### src/rtl/ahb_pkg.sv
// Shared AHB-Lite encodings and the memory-controller state encoding.
package ahb_pkg;

  localparam logic [1:0] HTRANS_IDLE   = 2'd0;
  localparam logic [1:0] HTRANS_BUSY   = 2'd1;
  localparam logic [1:0] HTRANS_NONSEQ = 2'd2;
  localparam logic [1:0] HTRANS_SEQ    = 2'd3;

  localparam logic [2:0] HSIZE_BYTE = 3'd0;
  localparam logic [2:0] HSIZE_HALF = 3'd1;
  localparam logic [2:0] HSIZE_WORD = 3'd2;

  localparam logic HRESP_OKAY  = 1'b0;
  localparam logic HRESP_ERROR = 1'b1;

  typedef enum logic [2:0] {
    ST_IDLE = 3'd0,
    ST_RD1  = 3'd1,
    ST_RD2  = 3'd2,
    ST_WR   = 3'd3,
    ST_RMW1 = 3'd4,
    ST_RMW2 = 3'd5,
    ST_ERR1 = 3'd6,
    ST_ERR2 = 3'd7
  } ctrl_state_t;

endpackage

### src/rtl/ahb_lane_merge.sv
// Combinational little-endian lane merge: replaces the byte/half/word lanes
// selected by hsize and byte lane in the old word with the new word's lanes.
module ahb_lane_merge
  import ahb_pkg::*;
(
  input  logic [31:0] i_old_word,
  input  logic [31:0] i_new_word,
  input  logic [2:0]  i_hsize,
  input  logic [1:0]  i_lane,
  output logic [31:0] o_merged
);

  logic [3:0] w_byte_en;

  always_comb begin
    w_byte_en = 4'b1111;
    case (i_hsize)
      HSIZE_BYTE: w_byte_en = 4'b0001 << i_lane;
      HSIZE_HALF: w_byte_en = i_lane[1] ? 4'b1100 : 4'b0011;
      default:    w_byte_en = 4'b1111;
    endcase
  end

  genvar gi;
  generate
    for (gi = 0; gi < 4; gi = gi + 1) begin : g_lane
      assign o_merged[8*gi +: 8] = w_byte_en[gi] ? i_new_word[8*gi +: 8]
                                                 : i_old_word[8*gi +: 8];
    end
  endgenerate

endmodule

### src/rtl/ahb_mem_ctrl.sv
// AHB-Lite slave sequencing a single-port word memory; sub-word writes become
// read-modify-write. Define AHB_MEM_CTRL_ERR_EN to ERROR misaligned/oversize accesses.
module ahb_mem_ctrl
  import ahb_pkg::*;
#(
  parameter int MEM_AW = 10
) (
  input  logic              clk,
  input  logic              reset,
  input  logic              hsel,
  input  logic [31:0]       haddr,
  input  logic [1:0]        htrans,
  input  logic              hwrite,
  input  logic [2:0]        hsize,
  input  logic [31:0]       hwdata,
  input  logic              hready,
  output logic              hreadyout,
  output logic              hresp,
  output logic [31:0]       hrdata,
  output logic [MEM_AW-1:0] mem_addr,
  output logic [31:0]       mem_wdata,
  output logic              mem_read,
  output logic              mem_write,
  input  logic [31:0]       mem_rdata
);

  ctrl_state_t       r_state;
  ctrl_state_t       w_next_state;
  logic              r_hreadyout;
  logic              r_hresp;
  logic [31:0]       r_hrdata;
  logic [MEM_AW-1:0] r_mem_addr;
  logic [31:0]       r_mem_wdata;
  logic              r_mem_read;
  logic              r_mem_write;
  logic [2:0]        r_size;
  logic [1:0]        r_lane;

  logic              w_accept;
  logic              w_err;
  logic [2:0]        w_size_eff;
  logic [1:0]        w_lane_eff;
  logic [31:0]       w_merged;
  logic              w_unused;

  assign w_accept = hsel & htrans[1] & hready;
  assign w_unused = ^{haddr[31:MEM_AW+2], htrans[0]};

`ifdef AHB_MEM_CTRL_ERR_EN
  assign w_err = (hsize > HSIZE_WORD)
               | ((hsize == HSIZE_HALF) & haddr[0])
               | ((hsize == HSIZE_WORD) & (|haddr[1:0]));
  assign w_size_eff = hsize;
  assign w_lane_eff = haddr[1:0];
`else
  // Oversize collapses to word; misaligned halves/words are force-aligned.
  assign w_err      = 1'b0;
  assign w_size_eff = (hsize > HSIZE_WORD) ? HSIZE_WORD : hsize;
  assign w_lane_eff = (hsize == HSIZE_HALF) ? {haddr[1], 1'b0} : haddr[1:0];
`endif

  always_comb begin
    w_next_state = ST_IDLE;
    if (w_accept) begin
      if (w_err)                         w_next_state = ST_ERR1;
      else if (!hwrite)                  w_next_state = ST_RD1;
      else if (w_size_eff == HSIZE_WORD) w_next_state = ST_WR;
      else                               w_next_state = ST_RMW1;
    end
  end

  ahb_lane_merge u_lane_merge (
    .i_old_word (mem_rdata),
    .i_new_word (hwdata),
    .i_hsize    (r_size),
    .i_lane     (r_lane),
    .o_merged   (w_merged)
  );

  always_ff @(posedge clk or posedge reset) begin
    if (reset) begin
      r_state     <= ST_IDLE;
      r_hreadyout <= 1'b1;
      r_hresp     <= HRESP_OKAY;
      r_hrdata    <= '0;
      r_mem_addr  <= '0;
      r_mem_wdata <= '0;
      r_mem_read  <= 1'b0;
      r_mem_write <= 1'b0;
      r_size      <= HSIZE_WORD;
      r_lane      <= 2'd0;
    end else begin
      case (r_state)
        ST_RD1: begin
          r_hrdata    <= mem_rdata;
          r_mem_read  <= 1'b0;
          r_hreadyout <= 1'b1;
          r_state     <= ST_RD2;
        end
        ST_RMW1: begin
          r_mem_wdata <= w_merged;
          r_mem_read  <= 1'b0;
          r_mem_write <= 1'b1;
          r_hreadyout <= 1'b1;
          r_state     <= ST_RMW2;
        end
        ST_ERR1: begin
          r_hreadyout <= 1'b1;
          r_state     <= ST_ERR2;
        end
        // IDLE and every final data-phase cycle (hreadyout=1) may accept.
        default: begin
          r_state     <= w_next_state;
          r_mem_read  <= (w_next_state == ST_RD1) | (w_next_state == ST_RMW1);
          r_mem_write <= (w_next_state == ST_WR);
          r_hresp     <= (w_next_state == ST_ERR1) ? HRESP_ERROR : HRESP_OKAY;
          r_hreadyout <= !((w_next_state == ST_RD1) | (w_next_state == ST_RMW1) |
                           (w_next_state == ST_ERR1));
          if (w_accept) begin
            r_mem_addr <= haddr[MEM_AW+1:2];
            r_size     <= w_size_eff;
            r_lane     <= w_lane_eff;
          end
        end
      endcase
    end
  end

  assign hreadyout = r_hreadyout;
  assign hresp     = r_hresp;
  assign hrdata    = r_hrdata;
  assign mem_addr  = r_mem_addr;
  assign mem_read  = r_mem_read;
  assign mem_write = r_mem_write;
  // Full-word writes forward the data-phase hwdata straight to the memory.
  assign mem_wdata = (r_state == ST_WR) ? hwdata : r_mem_wdata;

endmodule

### config.mk
export PLATFORM = sky130hd
export DESIGN_NAME = ahb_mem_ctrl
export DESIGN_NICKNAME = d
export VERILOG_FILES = /design/src/rtl/ahb_pkg.sv /design/src/rtl/ahb_lane_merge.sv /design/src/rtl/ahb_mem_ctrl.sv
export SDC_FILE = /design/constraint.sdc
export NUM_CORES = 1
export LEC_CHECK = 0
export CAP_MARGIN = 40
export CORE_ASPECT_RATIO = 0.75
export CORE_MARGIN = 2
export CORE_UTILIZATION = 32
export CTS_CLUSTER_SIZE = 20
export DETAILED_ROUTE_END_ITERATION = 7
export PLACE_DENSITY_LB_ADDON = 0.1
export SLEW_MARGIN = 20
export SYNTH_ARGS = -nofsm -noshare
export SYNTH_HDL_FRONTEND = slang
export SYNTH_HIERARCHICAL = 1
export SYNTH_SLANG_ARGS = --single-unit
export TNS_END_PERCENT = 10
### constraint.sdc
create_clock -name clk -period 7.9 [get_ports clk]
set_input_delay 1.58 -clock clk [delete_from_list [all_inputs] [get_ports clk]]
set_output_delay 1.58 -clock clk [all_outputs]
set_load 0.01 [all_outputs]
==> out/metrics.cfg <==
[status]
outcome = finished clean

[final_layout]
n_fill_cell = 1167
diodes = 0
utilization_pct = 49.3
regArea_sq_um = 2150
areaGrowthSynthToFinish_pct = 51.6
multi_input_area_sq_um = 1920
final_cells = 627
stdcell_area_sq_um = 6350
drive_above_1_share_pct = 38.8
nets = 557

[global_route]
overflow = 0
grt_max_degree = 35
grt_pass1_wl_um = 16400
first_global_vias = 3080
antenna_found_initial = 0
grt.total_usage_pct = 15.4

[worst_setup_path]
reg2reg_slack_ns = 5.47
critPathKind = in2out
cp.arrival_ns = 2.79
worstPathRequired_ns = 6.32
end_kind = output pin
cp_max_fo = 2
critPathLaunchType = input port

[floorplan]
die_y_um = 103
rows = 36
top_level_ports = 184
core_sq_um = 12900
die_w_um = 136
start_util_pct = 32.5
die-area_sq_um = 14000

[clocking]
h-tree-depth = 3
clock_latency_ns = 0.34
clk_pin_slew_ns = 0.06
tritoncts = built
post_cts_resized = 0
postCtsSetupBuffers = 0
cts_inserted_buffers = 9
cts_hold_buffers = 0
cts_buffer_depth = 2
cts_root_buf = clkbuf_16
numClockSinks = 86

[synth]
synth_area_per_cell_sq_um = 14.6
synth_fp_nets = 392
yosys_warnings = 6
synth_area_sq_um = 4190
synth_seq_cells = 86
ys_seq_area_share_pct = 51.4
netlist_instances = 286
synth.distinct_cells = 37

[sta]
fin_crit_ns = 4.37
finalSetupViolCount = 0
hold_slack_ns = 0.484
finalSetupTns_ns = 0
rsz0062_at_grt = false
max_slew_margin_pct = 59.6
fin_skew_ns = 0.00482
fmax_ghz = 0.229
period_share_pct = 55.3
setup_slack_ns = 3.53
finalHoldViolations = 0
slew_viol_final = 0
worst_pin_slew_ns = 0.606

[drt]
drtIter0Drc = 70
wl_per_cell_um = 16.5
ant_nets = 0
routed_wl_um = 10400
drtPass1Iterations = 4
drc = 0
viasPerCell = 4.65
vias = 2918

[power_and_ir_drop]
vdd_drop_max_mv = 0.132
p_per_area_nw_per_um2 = 345
share_comb_of_total_power_pct = 45.5
switching_share_pct = 28.7
leakagePower_nw = 2.59
intPower_mw = 1.56
pwr-share-clk_pct = 20.7
seq_power_share_pct = 33.8
switching_power_uw = 628
total_power_mw = 2.19

[flow_run]
drv_cap = 0

[place]
placed_area_sq_um = 6030
numPortBuffers = 162
place_ws_ns = 3.53
routabilityCongestion = 0.668
placed_cells = 611
dp_hpwl_um = 7440

[hold_path]
min_path_type = reg2reg

## sequential cells by signal, indices dropped and copies added, names as in the netlist
signal       count
hresp            1
r_size           3
mem_addr        10
r_state          3
hrdata          32
hreadyout        1
mem_read         1
mem_write        1
r_lane           2
r_mem_wdata     32
## worst paths after layout
path / from / end / depth (start not counted)
setup / recovery: hwdata[26] / mem_wdata[26] / 3
hold / removal: hresp / hresp / 1
setup reg to reg: r_state[1] / mem_addr[7] / 6
hold reg to reg: hresp / hresp / 1
max in group asynchronous: reset / hrdata[23] / 4
min in group asynchronous: reset / hrdata[3] / 2
## layout make-up
cell class,instances,share of cell area [%]
clock buffer,10,3.61
tap,171,3.37
inverter,5,0.315
clock inverter,6,1.36
multi-input combinational,179,30.2
sequential,86,33.9
timing repair buffer,170,27.2
## power groups by stage
stage / Sequential, mW / Combinational, mW / Clock [mW]
2_1_floorplan: 0.773 / 0.464 / 0
3_3_place_gp: 0.738 / 0.994 / 0
3_5_place_dp: 0.747 / 1.01 / 0
4_1_cts: 0.742 / 1.01 / 0.468
5_1_grt: 0.769 / 1.07 / 0.490
6_report: 0.740 / 0.996 / 0.452
## routing by layer
metal | part of all wire [%] | track usage (%)
met2 | 44 | 23.3
met4 | 1.1 | 4.81
met1 | 46 | 20.3
met5 | 0 | 0
met3 | 9.3 | 6.39
## cell usage after synthesis (all sizes together)
master	n	area (sq um)
nor2b	3	21.3
and3	1	6.26
inv	5	18.8
a32o	1	10.0
dfrtp	84	2100
or3	1	6.26
a21oi	1	5.00
mux2i	2	20.0
nand4bb	1	11.3
o21ai	5	43.8
a22oi	1	7.51
nor2	4	22.5
nand2	6	22.5
and2b	1	10.0
a21o	1	7.51
a311oi	1	8.76
or2	1	6.26
buf	15	101
clkbuf	1	5.00
a21boi	1	7.51
nand3b	1	7.51
dfstp	2	52.6
o221ai	1	8.76
nor3b	2	26.3
o21a	3	22.5
mux2	140	1620
a31o	1	8.76
## critical path, stage by stage
cell and delay (ns):
clkdlybuf4s50_1 0.44, mux2_2 0.29, clkdlybuf4s50_1 0.48
## cells by family (layout without fill, tap and decap cells)
logic type / Yosys count / in the layout / synth area share [%]
multiplexers: 142 / 142 / 39.1
buffers and inverters: 21 / 191 / 2.99
AO/OA/AOI/OAI: 16 / 16 / 3.11
AND/OR/NAND/NOR: 21 / 21 / 3.35
flip-flops: 86 / 86 / 51.4
## cell usage in the layout (no fill, tap or decap), drive strengths merged, types with 2 or more instances in the layout
cell type and instances:
clkdlybuf4s50 162, mux2 140, dfrtp 84, clkbuf 10, buf 8, nand2 6
o21ai 5, nor2 4, inv 4, clkinv 4, o21a 3, nor2b 3
mux2i 2, bufinv 2, dfstp 2, nor3b 2
Power figures use the tool's default switching activity.
